[src/rtl/pwm_pkg.sv]
// Shared constants and types for the PWM sample feeder and its FIFO.
package pwm_pkg;

  localparam int PWM_N_DEFAULT = 8;
  localparam int UFLOW_CNT_W   = 16;

  typedef logic [PWM_N_DEFAULT-1:0] pwm_level_t;

endpackage

[src/rtl/sample_fifo.sv]
// Synchronous sample FIFO with a show-ahead head output and an occupancy count.
module sample_fifo #(
  parameter int W     = 8,
  parameter int DEPTH = 4
) (
  input  logic                     clk,
  input  logic                     rst,
  input  logic                     push,
  input  logic [W-1:0]             push_data,
  input  logic                     pop,
  output logic [W-1:0]             head,
  output logic                     full,
  output logic                     empty,
  output logic [$clog2(DEPTH):0]   level
);

  localparam int AW    = $clog2(DEPTH);
  localparam int LVL_W = AW + 1;

  logic [W-1:0]     mem_q [DEPTH];
  logic [AW-1:0]    wr_ptr_q, wr_ptr_d;
  logic [AW-1:0]    rd_ptr_q, rd_ptr_d;
  logic [LVL_W-1:0] level_q, level_d;
  logic             do_push;
  logic             do_pop;

  assign full    = (level_q == LVL_W'(DEPTH));
  assign empty   = (level_q == '0);
  assign level   = level_q;
  assign head    = mem_q[rd_ptr_q];
  assign do_push = push && !full;
  assign do_pop  = pop && !empty;

  always_comb begin
    wr_ptr_d = wr_ptr_q;
    rd_ptr_d = rd_ptr_q;
    level_d  = level_q;
    if (do_push) begin
      wr_ptr_d = wr_ptr_q + 1'b1;
    end
    if (do_pop) begin
      rd_ptr_d = rd_ptr_q + 1'b1;
    end
    case ({do_push, do_pop})
      2'b10:   level_d = level_q + 1'b1;
      2'b01:   level_d = level_q - 1'b1;
      default: level_d = level_q;
    endcase
  end

  always_ff @(posedge clk or negedge rst) begin
    if (!rst) begin
      wr_ptr_q <= '0;
      rd_ptr_q <= '0;
      level_q  <= '0;
    end else begin
      wr_ptr_q <= wr_ptr_d;
      rd_ptr_q <= rd_ptr_d;
      level_q  <= level_d;
    end
  end

  // Storage carries no reset; only the pointers and count define validity.
  always_ff @(posedge clk) begin
    if (do_push) begin
      mem_q[wr_ptr_q] <= push_data;
    end
  end

endmodule

[src/rtl/pwm_sample_feeder.sv]
// Buffers samples and hands one to the PWM as duty at each period boundary.
// Optional saturating underflow counter: define PWM_FEEDER_UNDERFLOW_CNT_EN.
module pwm_sample_feeder
  import pwm_pkg::*;
#(
  parameter int N        = PWM_N_DEFAULT,
  parameter int DEPTH    = 4,
  parameter int PRESCALE = 16
) (
  input  logic                     clk,
  input  logic                     rst,
  input  logic                     ena,
  input  logic                     in_valid,
  input  logic [N-1:0]             in_data,
  output logic                     in_ready,
  output logic                     step,
  output logic [N-1:0]             duty,
  output logic                     period_start,
  output logic                     underflow,
  output logic [$clog2(DEPTH):0]   level
`ifdef PWM_FEEDER_UNDERFLOW_CNT_EN
  ,
  output logic [UFLOW_CNT_W-1:0]   underflow_count
`endif
);

  localparam int               CNT_W      = (PRESCALE > 1) ? $clog2(PRESCALE) : 1;
  localparam logic [CNT_W-1:0] CNT_LAST   = CNT_W'(PRESCALE - 1);
  localparam logic [N-1:0]     PHASE_LAST = {N{1'b1}};

  logic [CNT_W-1:0] presc_q, presc_d;
  logic             step_q, step_d;
  logic [N-1:0]     phase_q, phase_d;
  logic [N-1:0]     duty_q, duty_d;
  logic             period_start_q, period_start_d;
  logic             underflow_q, underflow_d;

  logic             boundary;
  logic             fifo_push;
  logic             fifo_pop;
  logic             fifo_full;
  logic             fifo_empty;
  logic [N-1:0]     fifo_head;

  sample_fifo #(
    .W     (N),
    .DEPTH (DEPTH)
  ) u_fifo (
    .clk       (clk),
    .rst       (rst),
    .push      (fifo_push),
    .push_data (in_data),
    .pop       (fifo_pop),
    .head      (fifo_head),
    .full      (fifo_full),
    .empty     (fifo_empty),
    .level     (level)
  );

  // Acceptance looks only at the registered full flag, never at a same-cycle pop.
  assign in_ready  = !fifo_full;
  assign fifo_push = in_valid && !fifo_full;

  // The phase counter tracks the downstream PWM counter; its last step ends the period.
  assign boundary = step_q && (phase_q == PHASE_LAST);
  assign fifo_pop = boundary && !fifo_empty;

  always_comb begin
    presc_d = presc_q;
    step_d  = 1'b0;
    if (ena) begin
      step_d  = (presc_q == CNT_LAST);
      presc_d = step_d ? '0 : presc_q + 1'b1;
    end
  end

  always_comb begin
    phase_d        = step_q ? phase_q + 1'b1 : phase_q;
    duty_d         = fifo_pop ? fifo_head : duty_q;
    period_start_d = boundary;
    underflow_d    = boundary && fifo_empty;
  end

  always_ff @(posedge clk or negedge rst) begin
    if (!rst) begin
      presc_q        <= '0;
      step_q         <= 1'b0;
      phase_q        <= '0;
      duty_q         <= '0;
      period_start_q <= 1'b0;
      underflow_q    <= 1'b0;
    end else begin
      presc_q        <= presc_d;
      step_q         <= step_d;
      phase_q        <= phase_d;
      duty_q         <= duty_d;
      period_start_q <= period_start_d;
      underflow_q    <= underflow_d;
    end
  end

  assign step         = step_q;
  assign duty         = duty_q;
  assign period_start = period_start_q;
  assign underflow    = underflow_q;

`ifdef PWM_FEEDER_UNDERFLOW_CNT_EN
  logic [UFLOW_CNT_W-1:0] uflow_cnt_q, uflow_cnt_d;

  always_comb begin
    uflow_cnt_d = uflow_cnt_q;
    if (underflow_q && (uflow_cnt_q != {UFLOW_CNT_W{1'b1}})) begin
      uflow_cnt_d = uflow_cnt_q + 1'b1;
    end
  end

  always_ff @(posedge clk or negedge rst) begin
    if (!rst) begin
      uflow_cnt_q <= '0;
    end else begin
      uflow_cnt_q <= uflow_cnt_d;
    end
  end

  assign underflow_count = uflow_cnt_q;
`endif

endmodule

[config.mk]
export PLATFORM = sky130hd
export DESIGN_NAME = pwm_sample_feeder
export DESIGN_NICKNAME = d
export VERILOG_FILES = /design/src/rtl/pwm_pkg.sv /design/src/rtl/sample_fifo.sv /design/src/rtl/pwm_sample_feeder.sv
export SDC_FILE = /design/constraint.sdc
export NUM_CORES = 1
export LEC_CHECK = 0
export BUFFER_PORTS_ARGS = -buffer_cell sky130_fd_sc_hd__clkbuf_2
export CAP_MARGIN = 20
export CORE_ASPECT_RATIO = 0.8
export CORE_MARGIN = 4
export CORE_UTILIZATION = 59
export DETAILED_ROUTE_END_ITERATION = 8
export GPL_TIMING_DRIVEN = 0
export PLACE_DENSITY = 0.88
export SYNTH_ARGS = -nofsm -noshare
export SYNTH_HDL_FRONTEND = slang
export SYNTH_SLANG_ARGS = --single-unit
[constraint.sdc]
create_clock -name clk -period 5.45 [get_ports clk]
set_input_delay 0.545 -clock clk [delete_from_list [all_inputs] [get_ports clk]]
set_output_delay 0.545 -clock clk [all_outputs]
set_load 0.02 [all_outputs]
==> flow_metrics.py <==
metrics = {
    "worst_setup_path": {
        "rr_endpoint": "u_fifo.level[2]",
        "cp-start-kind": "flop",
        "slowest_stage": "nor3_4",
        "reg2regPathDepth": 9,
        "worst_r2r_startpoint": "phase_q[0]",
        "reg2reg_slack_ps": 2930,
        "critPathMaxStageDelay_ps": 530,
        "endpoint_kind": "flop",
        "critical_path_required_ps": 5710,
        "crit_chain": "ha_1 -> nand4_4 -> nor3_4 -> ha_1 -> inv_1 -> fa_1 -> xor2_1 -> nor2_1 -> xor2_1",
        "cp.arrival_ps": 2770,
        "worstSetupPathType": "flop to flop",
        "crit_fanout": 10,
    },
    "clocking": {
        "cts_buffers": 9,
        "clock_sinks": 62,
        "post-cts-setup-buffers": 0,
        "cts-root-buf": "clkbuf_8",
        "cts-htree-levels": 3,
        "holdBufCountCts": 0,
        "cts-resized-gates": 0,
        "clockBufferDepth": 2,
        "clk_pin_slew_ps": 70,
        "cts_tree": "yes",
        "insertion_delay_ps": 330,
    },
    "grt": {
        "grt_pass1_wl_mm": 7.09,
        "overflow": 0,
        "grt_pass1_vias": 1461,
        "antenna_found_initial": 0,
        "grt_max_degree": 31,
        "grt.total_usage_pct": 19.2,
    },
    "sta": {
        "setup-violations-final": 0,
        "rsz0062_at_grt": "no",
        "worst_pin_slew_ps": 718,
        "final_hold_viol_count": 0,
        "finalMaxSlewViolations": 0,
        "clock_skew_ps": 7.26,
        "period_share_pct": 46.1,
        "max_freq_ghz": 0.398,
        "post-route-min-period_ps": 2520,
        "slew_headroom_pct": 52.1,
        "fin_tns_setup_ps": 0,
    },
    "layout": {
        "diodes": 0,
        "mostFrequentLayoutCell": "edfxtp_1",
        "fin_util_pct": 73.2,
        "layout-drive-gt1-share_pct": 34.2,
        "final_cell_mix": "edfxtp_1 (32), dfrtp_1 (30), clkbuf_2 (26)",
        "area_growth_syn_to_layout_pct": 15.5,
        "final_nets": 202,
    },
    "route": {
        "wirelength_mm": 4.15,
        "num_vias": 1314,
        "routedWlPerCell_um": 17.2,
        "routed_via_density": 5.43,
        "firstDrtPassIters": 4,
        "drc": 0,
        "drt.antenna.violating_nets": 0,
        "drt-initial-drc-count": 44,
    },
    "placement": {
        "port-buffer-count": 26,
        "place_congestion": 0.726,
        "dp_hpwl_mm": 2.86,
    },
    "synth": {
        "ys_seq_elements": 62,
        "syn_nets": 165,
        "synth_area_sq_um": 2490,
        "avgSynthCellArea_sq_um": 17.2,
        "yosysUniqueCellTypes": 26,
        "synth_cells": 145,
        "ys_warn_count": 0,
        "yosysSeqAreaShare_pct": 68.7,
    },
    "pwr": {
        "pwr-share-clk_pct": 30.0,
        "p_seq_share_pct": 52.6,
        "power_density_nw_per_um2": 421,
        "power_frac_comb_pct": 17.3,
        "ir_drop_uv": 255,
        "internal_power_mw": 0.870,
        "power_switching_mw": 0.342,
        "sw_frac_of_total_pct": 28.2,
        "p_leak_nw": 1.25,
    },
    "job": {
        "max_cap_violations": 0,
    },
    "worst_hold_path": {
        "hold_class": "input port to async pin",
    },
    "floorplan": {
        "initial_core_util_pct": 63.4,
        "dieArea_sq_um": 5330,
        "dieWidth_um": 80.7,
        "core_sq_um": 3930,
        "core.rowCount": 20,
        "pin_count": 27,
        "die_h_um": 66.1,
    },
    "outcome": {
        "outcome": "completed",
    },
}
-- kinds of logic after synthesis --
group / after synthesis / synth area share (%)
mux: 20 / 12.6
buf+inv: 9 / 1.41
compound gates: 4 / 0.803
flops: 62 / 68.7
fa+ha+maj: 8 / 4.32
simple gates: 28 / 7.23
xor+xnor: 14 / 4.92
-- worst max path at each step --
stage	slack [ps]	from	end
finish	2930	phase_q[0]	u_fifo.level[2]
global route	2750	phase_q[0]	u_fifo.level[2]
CTS	2890	phase_q[0]	u_fifo.level[2]
detailed placement	2940	phase_q[0]	u_fifo.level[2]
global placement	3040	phase_q[0]	u_fifo.level[2]
floorplan	3130	u_fifo.level[1]	u_fifo.level[2]
-- cell usage after synthesis, drive strengths merged --
| cell type | number | area, sq um |
|---|---|---|
| nand2 | 5 | 18.8 |
| mux2i | 1 | 10.0 |
| o21ai | 3 | 15.0 |
| buf | 2 | 8.75 |
| inv | 7 | 26.3 |
| fa | 1 | 20.0 |
| and3 | 5 | 31.3 |
| nand4 | 3 | 33.8 |
| mux4 | 8 | 180 |
| nor2 | 4 | 15.0 |
| or3b | 1 | 8.76 |
| nor3 | 2 | 21.3 |
| nand3 | 4 | 20.0 |
| dfrtp | 30 | 751 |
| mux2 | 11 | 124 |
| xnor2 | 7 | 61.3 |
| and2 | 2 | 12.5 |
| ha | 7 | 87.6 |
| a21oi | 1 | 5.00 |
| edfxtp | 32 | 961 |
| xor2 | 7 | 61.3 |
| and4 | 1 | 10.0 |
| nor4b | 1 | 8.76 |
-- flip-flops by register name (all words and copies together), names as in the netlist --
signal / cells
duty: 8
period_start: 1
phase_q: 8
presc_q: 4
step: 1
u_fifo.level: 3
u_fifo.mem_q: 32
u_fifo.rd_ptr_q: 2
u_fifo.wr_ptr_q: 2
underflow: 1
-- layer usage --
layer,wire (um),track usage (%),vias to the layer above
met5,0,0,-
met4,73,8.23,0
met3,237,7.77,6
met2,2170,32.5,33
met1,1680,21.5,664
li1,-,-,611
-- per-stage QoR --
step | instances | hold slack (ps) | setup WS, ps | instance area [sq um] | power (mW)
2_1_floorplan | 145 | 249 | 3130 | 2490 | 0.776
3_3_place_gp | 226 | 472 | 3040 | 2690 | 0.828
3_5_place_dp | 226 | 486 | 2940 | 2690 | 0.862
4_1_cts | 242 | 275 | 2890 | 2880 | 1.23
5_1_grt | 242 | 320 | 2750 | 2880 | 1.28
6_report | 242 | 260 | 2930 | 2880 | 1.21
-- cell type report --
class	instances	area, sq um
Buffer	2	8.76
Clock buffer	13	169
Sequential cell	62	1710
Inverter	7	26.3
Multi-Input combinational cell	74	744
Clock inverter	3	17.5
Tap cell	55	68.8
Fill cell	255	1050
Timing Repair Buffer	26	130
-- critical path: cells and delay by family (launching register included) --
kind	cells	cell delay [ps]
adders and majority gates	3	880
and+or+nand+nor	3	810
DFF	1	380
xor gates and xnor gates	2	300
buffers and inverters	1	60
-- power groups by stage --
| stage | registers, mW | clock network [mW] | logic [mW] |
|---|---|---|---|
| 6_report | 0.638 | 0.364 | 0.210 |
| 5_1_grt | 0.650 | 0.398 | 0.235 |
| 4_1_cts | 0.638 | 0.374 | 0.217 |
| 3_5_place_dp | 0.646 | 0 | 0.215 |
| 3_3_place_gp | 0.635 | 0 | 0.193 |
| 2_1_floorplan | 0.646 | 0 | 0.130 |
(Power assumes the default switching activity.)
